[src/rtl/dmem_wb_pkg.sv]
// dmem_wb_pkg: shared FSM encoding, default sizes and entry type for the data-memory write buffer
package dmem_wb_pkg;
    localparam int DEPTH_D = 4;
    localparam int AW_D = 30;
    localparam int DW_D = 32;
    typedef enum logic [1:0] {IDLE = 2'd0, WRITE = 2'd1, GAP = 2'd2, READ = 2'd3} state_t;
    typedef struct packed {
        logic [AW_D-1:0] addr;
        logic [DW_D-1:0] data;
    } entry_t;
endpackage

[src/rtl/wb_fifo_cam.sv]
// wb_fifo_cam: in-order store queue with a youngest-entry address match for load forwarding
module wb_fifo_cam
    import dmem_wb_pkg::*;
#(
    parameter int DEPTH = DEPTH_D,
    parameter int AW = AW_D,
    parameter int DW = DW_D,
    localparam int PW = $clog2(DEPTH)
) (
    input  logic          clk,
    input  logic          rst,
    input  logic          push,
    input  logic          pop,
    input  logic [AW-1:0] push_addr,
    input  logic [DW-1:0] push_data,
    input  logic [AW-1:0] match_addr,
    output logic [AW-1:0] head_addr,
    output logic [DW-1:0] head_data,
    output logic [PW:0]   count,
    output logic          hit,
    output logic [DW-1:0] hit_data
);
    logic [AW-1:0] addr_q [DEPTH];
    logic [DW-1:0] data_q [DEPTH];
    logic [PW-1:0] head, tail, slot;

    always_ff @(posedge clk or negedge rst)
        if (!rst) begin
            head <= '0;
            tail <= '0;
            count <= '0;
        end else begin
            if (push) tail <= tail + PW'(1);
            if (pop) head <= head + PW'(1);
            count <= count + (PW+1)'(push) - (PW+1)'(pop);
        end

    always_ff @(posedge clk)
        if (push) begin
            addr_q[tail] <= push_addr;
            data_q[tail] <= push_data;
        end

    assign head_addr = addr_q[head];
    assign head_data = data_q[head];

    // walk oldest to youngest so the last valid match wins
    always_comb begin
        hit = 1'b0;
        hit_data = '0;
        slot = head;
        for (int i = 0; i < DEPTH; i++) begin
            if ((PW+1)'(i) < count && addr_q[slot] == match_addr) begin
                hit = 1'b1;
                hit_data = data_q[slot];
            end
            slot = slot + PW'(1);
        end
    end
endmodule

[src/rtl/dmem_write_buffer.sv]
// dmem_write_buffer: posted store buffer between the core data port and the D-cache,
// draining stores in order as separate write pulses and forwarding buffered data to loads
module dmem_write_buffer
    import dmem_wb_pkg::*;
#(
    parameter int DEPTH = DEPTH_D,
    parameter int AW = AW_D,
    parameter int DW = DW_D
) (
    input  logic          clk,
    input  logic          rst,
    input  logic [AW-1:0] core_addr,
    input  logic [DW-1:0] core_wdata,
    input  logic          core_wen,
    input  logic          core_ren,
    output logic [DW-1:0] core_rdata,
    output logic          core_stall,
    output logic [AW-1:0] dc_addr,
    output logic [DW-1:0] dc_wdata,
    output logic          dc_wen,
    output logic          dc_ren,
    input  logic [DW-1:0] dc_rdata,
    input  logic          dc_stall,
    output logic          buf_empty
);
    localparam int PW = $clog2(DEPTH);

    state_t state, state_d;
    logic [PW:0] count;
    logic [AW-1:0] head_addr, dc_addr_d;
    logic [DW-1:0] head_data, hit_data, dc_wdata_d;
    logic hit, full, push, pop, load, miss, rd_done, start_wr;

    wb_fifo_cam #(.DEPTH(DEPTH), .AW(AW), .DW(DW)) u_fifo (
        .clk(clk),
        .rst(rst),
        .push(push),
        .pop(pop),
        .push_addr(core_addr),
        .push_data(core_wdata),
        .match_addr(core_addr),
        .head_addr(head_addr),
        .head_data(head_data),
        .count(count),
        .hit(hit),
        .hit_data(hit_data)
    );

    // a simultaneous store and load is resolved as a store
    assign full = count == (PW+1)'(DEPTH);
    assign push = core_wen && !full;
    assign load = core_ren && !core_wen;
    assign miss = load && !hit;
    assign rd_done = state == READ && !dc_stall;
    assign pop = state == WRITE && !dc_stall;
    assign core_stall = (core_wen && full) || (miss && !rd_done);
    assign core_rdata = (load && hit) ? hit_data : (miss && rd_done) ? dc_rdata : '0;
    assign buf_empty = count == '0 && state != WRITE;

    always_ff @(posedge clk or negedge rst)
        if (!rst) begin
            state <= IDLE;
            dc_addr <= '0;
            dc_wdata <= '0;
            dc_wen <= 1'b0;
            dc_ren <= 1'b0;
        end else begin
            state <= state_d;
            dc_addr <= dc_addr_d;
            dc_wdata <= dc_wdata_d;
            dc_wen <= state_d == WRITE;
            dc_ren <= state_d == READ;
        end

    // loads take priority over draining; GAP forces a low cycle between write pulses
    always_comb begin
        state_d = state;
        case (state)
            IDLE:  state_d = miss ? READ : (count != '0) ? WRITE : IDLE;
            WRITE: state_d = dc_stall ? WRITE : GAP;
            GAP:   state_d = IDLE;
            READ:  state_d = dc_stall ? READ : IDLE;
        endcase
    end

    always_comb begin
        start_wr = state == IDLE && state_d == WRITE;
        dc_addr_d = (state_d == READ) ? core_addr : start_wr ? head_addr : dc_addr;
        dc_wdata_d = start_wr ? head_data : dc_wdata;
    end

    a_no_wen_ren: assert property (@(posedge clk) disable iff (!rst) !(core_wen && core_ren))
        else $error("core_wen and core_ren asserted together");
endmodule

[config.mk]
export PLATFORM = sky130hd
export DESIGN_NAME = dmem_write_buffer
export DESIGN_NICKNAME = d
export VERILOG_FILES = /design/src/rtl/dmem_wb_pkg.sv /design/src/rtl/wb_fifo_cam.sv /design/src/rtl/dmem_write_buffer.sv
export SDC_FILE = /design/constraint.sdc
export NUM_CORES = 1
export LEC_CHECK = 0
export ABC_AREA = 1
export BUFFER_PORTS_ARGS = -buffer_cell sky130_fd_sc_hd__buf_4
export CAP_MARGIN = 20
export CORE_ASPECT_RATIO = 0.7
export CORE_MARGIN = 10
export CORE_UTILIZATION = 50
export DETAILED_ROUTE_END_ITERATION = 7
export GPL_ROUTABILITY_DRIVEN = 0
export GPL_TIMING_DRIVEN = 0
export PLACE_DENSITY = 0.69
export REMOVE_ABC_BUFFERS = 1
export SLEW_MARGIN = 30
export SYNTH_ARGS = -nofsm -noshare
export SYNTH_HDL_FRONTEND = slang
export SYNTH_SLANG_ARGS = --single-unit
[constraint.sdc]
create_clock -name clk -period 6.6 [get_ports clk]
set_input_delay 1.98 -clock clk [delete_from_list [all_inputs] [get_ports clk]]
set_output_delay 1.98 -clock clk [all_outputs]
set_load 0.02 [all_outputs]
== Word-level counts from Yosys, hierarchy flattened ==
Memories as Yosys holds them, arrays and structs flattened.
Index checks and enable logic that the tools add are counted.

* Flip-flop bits (word level): 73
* RAM bits: 248
* Input bits: 99
* Word-level logic and storage cells: 75
* Memories kept: 2

* $add $sub $neg: 6
* Magnitude comparators: 4
* Eq/ne operators: 11
* Muxes and demuxes: 19
* Reduce and logical (&&, ||, !) cells: 25

{| class="wikitable"
|+ Memories
! memory !! words !! width !! read ports !! clocked after Yosys merged registers in !! write ports !! RTL line !! RTL
|-
| u_fifo.data_q || 4 || 32 || 4 || 0 || 1 || wb_fifo_cam.sv:24 || <nowiki>logic [DW-1:0] data_q [DEPTH];</nowiki>
|-
| u_fifo.addr_q || 4 || 30 || 4 || 0 || 1 || wb_fifo_cam.sv:23 || <nowiki>logic [AW-1:0] addr_q [DEPTH];</nowiki>
|}

{| class="wikitable"
|+ Operators by type and width
! cell !! number
|-
| 2-to-1 mux 32 bit || 6
|-
| == test 30 bit || 4
|-
| 2-to-1 mux 30 bit || 2
|-
| logical AND 1 bit || 15
|-
| adder 2 x 1 -> 2 bit (second input constant) || 4
|-
| case mux 2 bit (4 select lines) || 1
|-
| 2-to-1 mux 1 bit || 7
|-
| == test 2 bit (second input constant) || 3
|-
| < comparator 1 x 3 -> 1 bit (first input constant) || 2
|-
| < comparator 2 x 3 -> 1 bit (first input constant) || 2
|-
| 2-to-1 mux 2 bit || 3
|-
| zero test 1 bit || 5
|-
| == test 2 x 1 -> 1 bit (second input constant) || 2
|-
| adder 3 x 1 -> 3 bit || 1
|-
| == test 3 bit (second input constant) || 1
|-
| zero test 3 bit || 1
|-
| nonzero test 3 bit || 1
|-
| subtractor 3 x 1 -> 3 bit || 1
|-
| zero test 2 bit || 1
|-
| != test 2 x 1 -> 1 bit (second input constant) || 1
|-
| nonzero test 2 bit || 1
|-
| logical OR 1 bit || 1
|}

== Depth between registers and ports, before layout ==
Gate-level depths: netlist (run 1).
An unclocked memory read counts as a cell.

* Depth after elaboration: 15
* Depth in mapped cells: 23
* Mapped depth without buffers: 20

== Cells and area by module ==
Synthesis (run 1) repeated with hierarchy kept, for this count alone.

* Cells, all modules: 3,034
* Area total of the unflattened synthesis: 21,141.5 um^2

{| class="wikitable"
|+ Modules (own cells, without submodules)
! module !! times used !! cells each !! area an instance (um^2) !! sequential area each (um^2)
|-
| wb_fifo_cam || 1 || 2,586 || 17,692.0 || 7,622.3
|-
| dmem_write_buffer || 1 || 448 || 3,449.6 || 1,651.6
|}

== Least setup slack after synthesis (run 1) ==
OpenSTA, ideal clock, no wires.

* Path kind: input to output
* Start: input core_addr[1]
* End: output core_rdata[10]
* Arrival: 3,638 ps
* Slack: 982 ps
* Stages: 16
* Buffers on the path: 2
* Cell sequence: clkbuf_1 inv_1 nand3_1 nand2_1 nor2_1 nand2_1 nor2_1 nand2_1 nor2_4 nor2_2 nand2_1 nand2_1 inv_2 buf_2 nand2_1 nand2_1

* Cells in the longest elaborated chain, start to end: 11

{| class="wikitable"
|+ Ends and longest elaborated chain
! item !! RTL line !! RTL
|-
| from (decl) || dmem_write_buffer.sv:12 || <nowiki>input logic [AW-1:0] core_addr,</nowiki>
|-
| == test 30 bit || wb_fifo_cam.sv:53 || <nowiki>if ((PW+1)'(i) < count && addr_q[slot] == match_addr) begin</nowiki>
|-
| logical AND 1 bit || wb_fifo_cam.sv:53 ||
|-
| 2-to-1 mux 1 bit (4 in series) || wb_fifo_cam.sv:53 ||
|-
| zero test 1 bit || dmem_write_buffer.sv:53 || <nowiki>assign miss = load && !hit;</nowiki>
|-
| logical AND 1 bit || dmem_write_buffer.sv:53 ||
|-
| logical AND 1 bit || dmem_write_buffer.sv:57 || <nowiki>assign core_rdata = (load && hit) ? hit_data : (miss && rd_done) ? dc_rdata : '0;</nowiki>
|-
| 2-to-1 mux 32 bit || dmem_write_buffer.sv:57 ||
|-
| 2-to-1 mux 32 bit (*) || dmem_write_buffer.sv:57 ||
|-
| to (decl) || dmem_write_buffer.sv:16 || <nowiki>output logic [DW-1:0] core_rdata,</nowiki>
|}

Every way passes the cells marked *; elsewhere a longest branch is shown, timed or not.

== Final worst setup path (run 1) ==
* Start: register u_fifo.head[0]
* End: output core_rdata[12]

* Cells in the longest elaborated chain, start to end: 12

{| class="wikitable"
|+ Ends and longest elaborated chain
! item !! RTL line !! RTL
|-
| from (decl) || wb_fifo_cam.sv:25 || <nowiki>logic [PW-1:0] head, tail, slot;</nowiki>
|-
| from (signal assigned) || wb_fifo_cam.sv:34 || <nowiki>if (pop) head <= head + PW'(1);</nowiki>
|-
| adder 2 x 1 -> 2 bit / memory read (4 x 30 bit) (equally long branches) || n/a ||
|-
| adder 2 x 1 -> 2 bit (tied with other cells) (2 in series) || wb_fifo_cam.sv:57 || <nowiki>slot = slot + PW'(1);</nowiki>
|-
| memory read (4 x 30 bit) (tied with other cells) || n/a ||
|-
| == test 30 bit (tied with other cells) || wb_fifo_cam.sv:53 ||
|-
| logical AND 1 bit / 2-to-1 mux 1 bit (equally long branches) || wb_fifo_cam.sv:53 ||
|-
| 2-to-1 mux 1 bit || wb_fifo_cam.sv:53 ||
|-
| zero test 1 bit || dmem_write_buffer.sv:53 ||
|-
| logical AND 1 bit || dmem_write_buffer.sv:53 ||
|-
| logical AND 1 bit || dmem_write_buffer.sv:57 ||
|-
| 2-to-1 mux 32 bit || dmem_write_buffer.sv:57 ||
|-
| 2-to-1 mux 32 bit (*) || dmem_write_buffer.sv:57 ||
|}

Marked as above.

==> metrics.yaml, run 1 <==
outcome:
  status: "finished with violations"
  violations: "design-rule violations"
clocking:
  cts_max_path_buffers: 3
  insertion_delay_ns: 0.55
  root_buffer: "clkbuf_16"
  clock_sinks: 321
  cts_tree: "built"
  clk_pin_slew_worst_paths_ns: 0.06
  htree_levels: 2
  numCtsBuffers: 35
sta:
  slew_headroom_pct: 32.3
  fin_tns_setup_ns: 0
  slew_violations: 0
  fmax_mhz: 154
  grt_setup_unrepaired: "no"
  setup_ws_ns: 0.121
  hold_viol_final: 0
  whs_ns: 0.489
  tightest_slew_ns: 1.01
  min_period_ns: 6.48
  fin_crit_sh_pct: 98.2
  setup_viol_count_final: 0
  fin_worst_skew_ns: 0.0198
pwr:
  p_per_area_nw_per_um2: 507
  peakVddDrop_mv: 0.277
  total_power_mw: 13.0
  p_leak_nw: 12.5
floorplanning:
  initial_utilization_pct: 51.1
  coreArea_um2: 41400
  core.rowCount: 62
  die_x_um: 266
  die_h_um: 192
  die-area_um2: 51100
  io_pins: 197
yosys:
  synth_top_family_by_area: "simple AND/OR/NAND/NOR gates"
  synth_xor_area_share_pct: 0.497
  synth_mux_area_share_pct: 0
  yosysTopAreaCell: "edfxtp_1"
  syn_avg_cell_area_um2: 6.82
  synth_simple_gate_area_share_pct: 38.7
  synth-seq-area-share_pct: 43.8
  yosysTopAreaCellShare_pct: 35.2
  synth_fa_ha_area_share_pct: 0.568
  yosys-top-cells-area: "edfxtp_1, nand2_1, dfrtp_1"
  synthesis.area_um2: 21200
  netlist_instances: 3104
  ys_ff_latch: 321
  synth_compound_area_share_pct: 8.54
  synth_warnings: 0
  yosys.cell_types.count: 37
hold_path:
  holdCritPathClass: "flop to flop"
  hold_end: "dc_wdata[16]$_DFFE_PN0P_"
  hold_start: "dc_wdata[16]$_DFFE_PN0P_"
  whs_path_depth: 2
place:
  placed_area_um2: 23400
  io_buffers: 196
  dp_cells: 3700
  detailed_place_hpwl_um: 47200
  dp_slack_ns: -2.07
global_route:
  grt_pass1_vias: 20000
  grt_max_degree: 80
  grt.overflow.total: 0
  antenna_found_initial: 4
  grt_use_total_pct: 28.4
  grt_pass1_wl_um: 114000
drt:
  ant_nets: 0
  drc_errors: 7
  wl_per_cell_um: 20.2
  dr.pass1.iters: 8
  vias: 22100
  wl_um: 77100
  drt-vias-per-instance: 5.81
  drt_first_iter_violations: 2954
worst_setup_path:
  end_kind: "primary output"
  worstSetupPathType: "flop to primary output"
  crit_fanout: 27
  r2r-end: "dc_addr[28]$_DFFE_PN0P_"
  reg2reg_depth: 24
  r2r_slack_ns: 0.88
  setup.worst_path.start_class: "flop"
  cp_data_arrival_time_ns: 4.50
  r2r-start: "u_fifo.head[0]$_DFFE_PN0P_"
  cp_data_required_time_ns: 4.62
finish:
  syn2layout_area_growth_pct: 20.7
  nets: 3346
  final_cell_area_um2: 25500
  fin_util_pct: 61.7
  final_cells: 3811
  drive_above_1_share_pct: 11.7
run:
  max_cap_viol_count: 0
==> cells in the final DEF, fill, tap and decap left out, types with 13 or more instances in the layout <==
cell type / count
nand2_1: 1513
nand3_1: 280
edfxtp_1: 248
inv_1: 216
buf_4: 213
o21ai_0: 210
nor2_1: 131
dfrtp_1: 71
o21ai_1: 48
o211ai_1: 43
nand4_1: 42
clkbuf_16: 41
buf_16: 30
a21oi_1: 25
nand3b_1: 13
==> report_power, final <==
part / leakage (nW) / switching (mW) / internal [mW]
combinational: 8.72 / 5.31 / 2.57
sequential: 3.17 / 0.277 / 2.75
clock: 0.567 / 0.874 / 1.16
==> cells in the mapped netlist <==
master / number
buf_4: 10
ha_1: 8
nor2_1: 139
xor2_1: 12
nor2_2: 3
clkbuf_1: 79
nor3b_1: 2
edfxtp_1: 248
nand4_2: 2
o21bai_1: 1
inv_4: 1
o211ai_1: 43
nand3b_1: 13
buf_2: 68
nor4_1: 1
nand3_2: 1
inv_2: 5
nor3_1: 5
a211oi_1: 6
buf_6: 3
o21ai_1: 47
nand2_1: 1522
inv_1: 221
a21oi_1: 25
nand3_1: 284
o22ai_1: 1
nand2_2: 2
o21ai_0: 211
clkinv_1: 1
nor2_4: 3
buf_1: 18
o21ai_2: 1
nand4_1: 42
fa_1: 1
dfrtp_1: 73
nand2_4: 1
or2_2: 1
==> state kept, by name, summed over array words and instances (netlist names) <==
| register | cells |
|---|---|
| dc_addr | 30 |
| u_fifo.count | 3 |
| dc_wen | 1 |
| dc_wdata | 32 |
| u_fifo.addr_q | 120 |
| u_fifo.tail | 2 |
| state | 2 |
| dc_ren | 1 |
| u_fifo.data_q | 128 |
| u_fifo.head | 2 |
==> layout make-up <==
type                            instances  area, um2
Clock buffer                           47        971
Timing Repair inverter                  1       8.76
Sequential cell                       321       9280
Clock inverter                         17        180
Fill cell                            3554      15900
Timing Repair Buffer                  266       2960
Multi-Input combinational cell       2385      10500
Tap cell                              544        681
Inverter                              228        936
Antenna cell                            2       5.00
==> worst max-delay path, stage by stage, from the launching register on <==
cell and delay (ns):
dfrtp_4 0.46, buf_16 0.20, buf_16 0.16, clkinv_16 0.11, buf_16 0.19, nand2_4 0.13, nand2_8 0.13, buf_16 0.21
nand2_1 0.12, nand2_1 0.07, nand2_1 0.13, nand2_1 0.11, nor2_4 0.18, nand2_1 0.07, nor2_1 0.10, nand2_1 0.08
nor2_4 0.11, buf_4 0.17, buf_12 0.17, buf_16 0.18, a21oi_1 0.07, o21ai_0 0.25, nand3_1 0.10, nand2_1 0.07
nand2_1 0.07, nand2_1 0.06, buf_4 0.14
==> how the worst max path moves through the flow <==
stage	startpoint	end	slack, ns	cells after the start
final	u_fifo.head[0]$_DFFE_PN0P_	core_rdata[12]	0.12	26
after global routing	u_fifo.head[0]$_DFFE_PN0P_	core_rdata[12]	0.009	26
after CTS	u_fifo.head[0]$_DFFE_PN0P_	core_rdata[2]	0.008	27
after detailed placement	u_fifo.head[0]$_DFFE_PN0P_	core_rdata[21]	-2.07	23
after global placement	u_fifo.head[0]$_DFFE_PN0P_	dc_addr[1]$_DFFE_PN0P_	-14.63	18
after floorplan	u_fifo.head[0]$_DFFE_PN0P_	core_rdata[0]	-6.41	18
==> cell families after synthesis <==
family | Yosys count
AO/OA/AOI/OAI | 335
XOR/XNOR | 12
adder cells (fa/ha/maj) | 9
buffers and inverters | 406
flip-flops | 321
AND/OR/NAND/NOR | 2021
==> metal layers <==
metal / GRT usage, % / share of wire [%]
met5: 0 / 0.031
met4: 9.32 / 3.0
met3: 7.08 / 13
met2: 44.2 / 44
met1: 38.4 / 40
==> what timing repair did <==
action	in CTS	in global routing
pin swaps	6	4
resized for setup	36	21
endpoints found under the setup margin	63	32
gates cloned	17	8
buffers inserted	14	7
hold buffers	0	0
Power figures use the tool's default switching activity.
==> inputs of run 2 (changes only) <==
- CORE_MARGIN: 10 -> unset
==> run 2 against run 1 <==
Against the previous run: the run now ends clean; combinational power shrank 2.9%; maximum frequency fell by 1.2%; first-iteration DRC count down 1.0%; cell count decreased by 0.29%; critical path type is now primary input to primary output; clock skew rose by 0.0020 ns; global-route usage increased by 5.2 points; design area fell by 1.2%; hold slack improved by 0.0036 ns.
==> metrics.yaml, run 2 (same netlist as run 1, synthesis figures left out) <==
global_route:
  grt_pass1_wl_um: 112000  # was 114000 um
  grt.overflow.total: 0  # unchanged
  grt_pass1_vias: 19900  # was 20.0k
  grt_use_total_pct: 33.7  # was 28.4%
  grt.met2_usage_pct: 50.1  # was 44.2%
  busiest_layer: "met2"  # unchanged
  grt_max_degree: 83  # was 80
  antenna_found_initial: 1  # was 4
  grt_util_met3_pct: 7.06  # was 7.08%
  grtUsageMet1_pct: 48.3  # was 38.4%
floorplanning:
  initial_utilization_pct: 51.2  # was 51.1%
  coreArea_um2: 41300  # was 41400 um2
  die_x_um: 248  # was 266 um
  die_h_um: 174  # was 192 um
  core.rowCount: 62  # unchanged
  io_pins: 197  # unchanged
  die-area_um2: 43200  # was 51100 um2
worst_setup_path:
  setup.worst_path.start_class: "primary input"  # was flop
  r2r-end: "dc_addr[1]$_DFFE_PN0P_"  # was dc_addr[28]$_DFFE_PN0P_
  crit_fanout: 21  # was 27
  cp_data_arrival_time_ns: 4.58  # was 4.50 ns
  r2r-start: "u_fifo.head[1]$_DFFE_PN0P_"  # was u_fifo.head[0]$_DFFE_PN0P_
  worstSetupPathType: "primary input to primary output"  # was flop to primary output
  cp_data_required_time_ns: 4.62  # about the same
  r2r_slack_ns: 0.73  # was 0.88 ns
  end_kind: "primary output"  # unchanged
  reg2reg_depth: 21  # was 24
place:
  io_buffers: 196  # unchanged
  dp_slack_ns: -2.00  # was -2.07 ns
  detailed_place_hpwl_um: 45300  # was 47200 um
sta:
  hold_viol_final: 0  # unchanged
  grt_setup_unrepaired: "no"  # unchanged
  tightest_slew_ns: 0.881  # was 1.01 ns
  setup_viol_count_final: 0  # unchanged
  fin_worst_skew_ns: 0.0218  # was 0.0198 ns
  setup_ws_ns: 0.0392  # was 0.121 ns
  fin_tns_setup_ns: 0  # unchanged
  fmax_mhz: 152  # was 154 MHz
  slew_violations: 0  # unchanged
  fin_crit_sh_pct: 99.4  # was 98.2%
  min_period_ns: 6.56  # was 6.48 ns
  slew_headroom_pct: 41.2  # was 32.3%
hold_path:
  holdCritPathClass: "flop to flop"  # unchanged
  hold_start: "dc_wdata[20]$_DFFE_PN0P_"  # was dc_wdata[16]$_DFFE_PN0P_
  hold_end: "dc_wdata[20]$_DFFE_PN0P_"  # was dc_wdata[16]$_DFFE_PN0P_
  whs_path_depth: 2  # unchanged
clocking:
  cts_max_path_buffers: 3  # unchanged
  clock_sinks: 321  # unchanged
  clk_pin_slew_worst_paths_ns: 0.06  # about the same
  hold_buffers: 0  # unchanged
  cts_tree: "built"  # unchanged
  numCtsBuffers: 35  # unchanged
  insertion_delay_ns: 0.55  # about the same
  htree_levels: 2  # unchanged
  root_buffer: "clkbuf_16"  # unchanged
drt:
  ant_nets: 0  # unchanged
  vias: 22000  # was 22.1k
  wl_per_cell_um: 19.6  # was 20.2 um
  drt-vias-per-instance: 5.80  # was 5.81
  drt_first_iter_violations: 2923  # was 2954
  wl_um: 74500  # was 77100 um
  dr.pass1.iters: 7  # was 8
  drc_errors: 0  # was 7
finish:
  nFillCells: 3645  # was 3554
  syn2layout_area_growth_pct: 19.3  # was 20.7%
  multi_input_area_um2: 10500  # about the same
  largest_registers: "u_fifo.data_q x128, u_fifo.addr_q x120, dc_wdata x32"  # unchanged
  drive_above_1_share_pct: 11.0  # was 11.7%
  largest_reg_flops: 128  # unchanged
  ff_latch_area_um2: 9280  # unchanged
  largest-register: "u_fifo.data_q"  # unchanged
  nets: 3338  # was 3346
  layout_commonest_cell: "nand2_1"  # unchanged
  mostFrequentLayoutCells: "nand2_1, nand3_1, edfxtp_1, inv_1, o21ai_0"  # was nand2_1, nand3_1, edfxtp_1, inv_1, buf_4
pwr:
  p_leak_nw: 12.3  # was 12.5 nW
  peakVddDrop_mv: 0.309  # was 0.277 mV
  p_per_area_nw_per_um2: 498  # was 507 nW/um2
  total_power_mw: 12.6  # was 13.0 mW
outcome:
  status: "complete, no violations"  # was finished with violations
run:
  max_cap_viol_count: 0  # unchanged
run 2: report_power, final:
part	switching, mW	internal [mW]
Sequential	0.286	2.75
Clock	0.849	1.03
Combinational	5.20	2.46
run 2: how the worst max path moves through the flow:
stage / from / end / slack (ns)
finish: core_addr[27] / core_rdata[27] / 0.04
global route: u_fifo.head[1]$_DFFE_PN0P_ / core_rdata[27] / 0.002
CTS: u_fifo.head[0]$_DFFE_PN0P_ / core_rdata[27] / 0.002
detailed placement: u_fifo.head[0]$_DFFE_PN0P_ / core_rdata[11] / -2.00
global placement: u_fifo.head[0]$_DFFE_PN0P_ / dc_addr[1]$_DFFE_PN0P_ / -14.80
floorplan: u_fifo.head[0]$_DFFE_PN0P_ / core_rdata[0] / -6.41
run 2: per-stage QoR:
stage,std cells,hold WS [ns],utilization [%],instance area (um2)
floorplan,2926,0.580,-,20300
global placement,3666,0.476,54.4,22500
detailed placement,3701,0.479,56.7,23500
CTS,3794,0.495,60.7,25100
global route,3800,0.522,61.1,25200
finish,3800,0.493,61.1,25200
run 2: per-layer routing:
| metal | share of wire, % | wire length (um) |
|---|---|---|
| met1 | 40 | 30000 |
| met5 | 0 | 0 |
| met2 | 43 | 32000 |
| met4 | 3.1 | 2280 |
| met3 | 14 | 10200 |
run 2: worst max-delay path, cell delays in order:
cell	delay, ns
buf_4	0.15
inv_1	0.14
nand3_1	0.26
nand2_1	0.15
nor2_1	0.05
nand2_1	0.05
nor2_1	0.06
nand2_1	0.30
nor2_4	0.06
buf_12	0.15
inv_2	0.38
buf_16	0.22
o21ai_0	0.11
nand3_1	0.08
nand2_1	0.07
nand2_1	0.08
nand2_1	0.09
buf_4	0.17
run 2: layout make-up:
cell class                 instances  area share [%]
timing repair buffer             259            11.3
clock inverter                    11           0.307
timing repair inverter             2          0.0793
inverter                         228            3.66
clock buffer                      51            3.83
sequential                       321            36.8
multi-input combinational       2383            41.4
tap                              544            2.70
antenna                            1         0.00991
run 2: timing repair:
action / in CTS / in global routing
cloned: 17 / 4
hold endpoints to repair: 0 / 0
setup endpoints to repair: 63 / 32
buffers inserted: 15 / 2
resized for setup: 23 / 15
pin swaps: 6 / 2
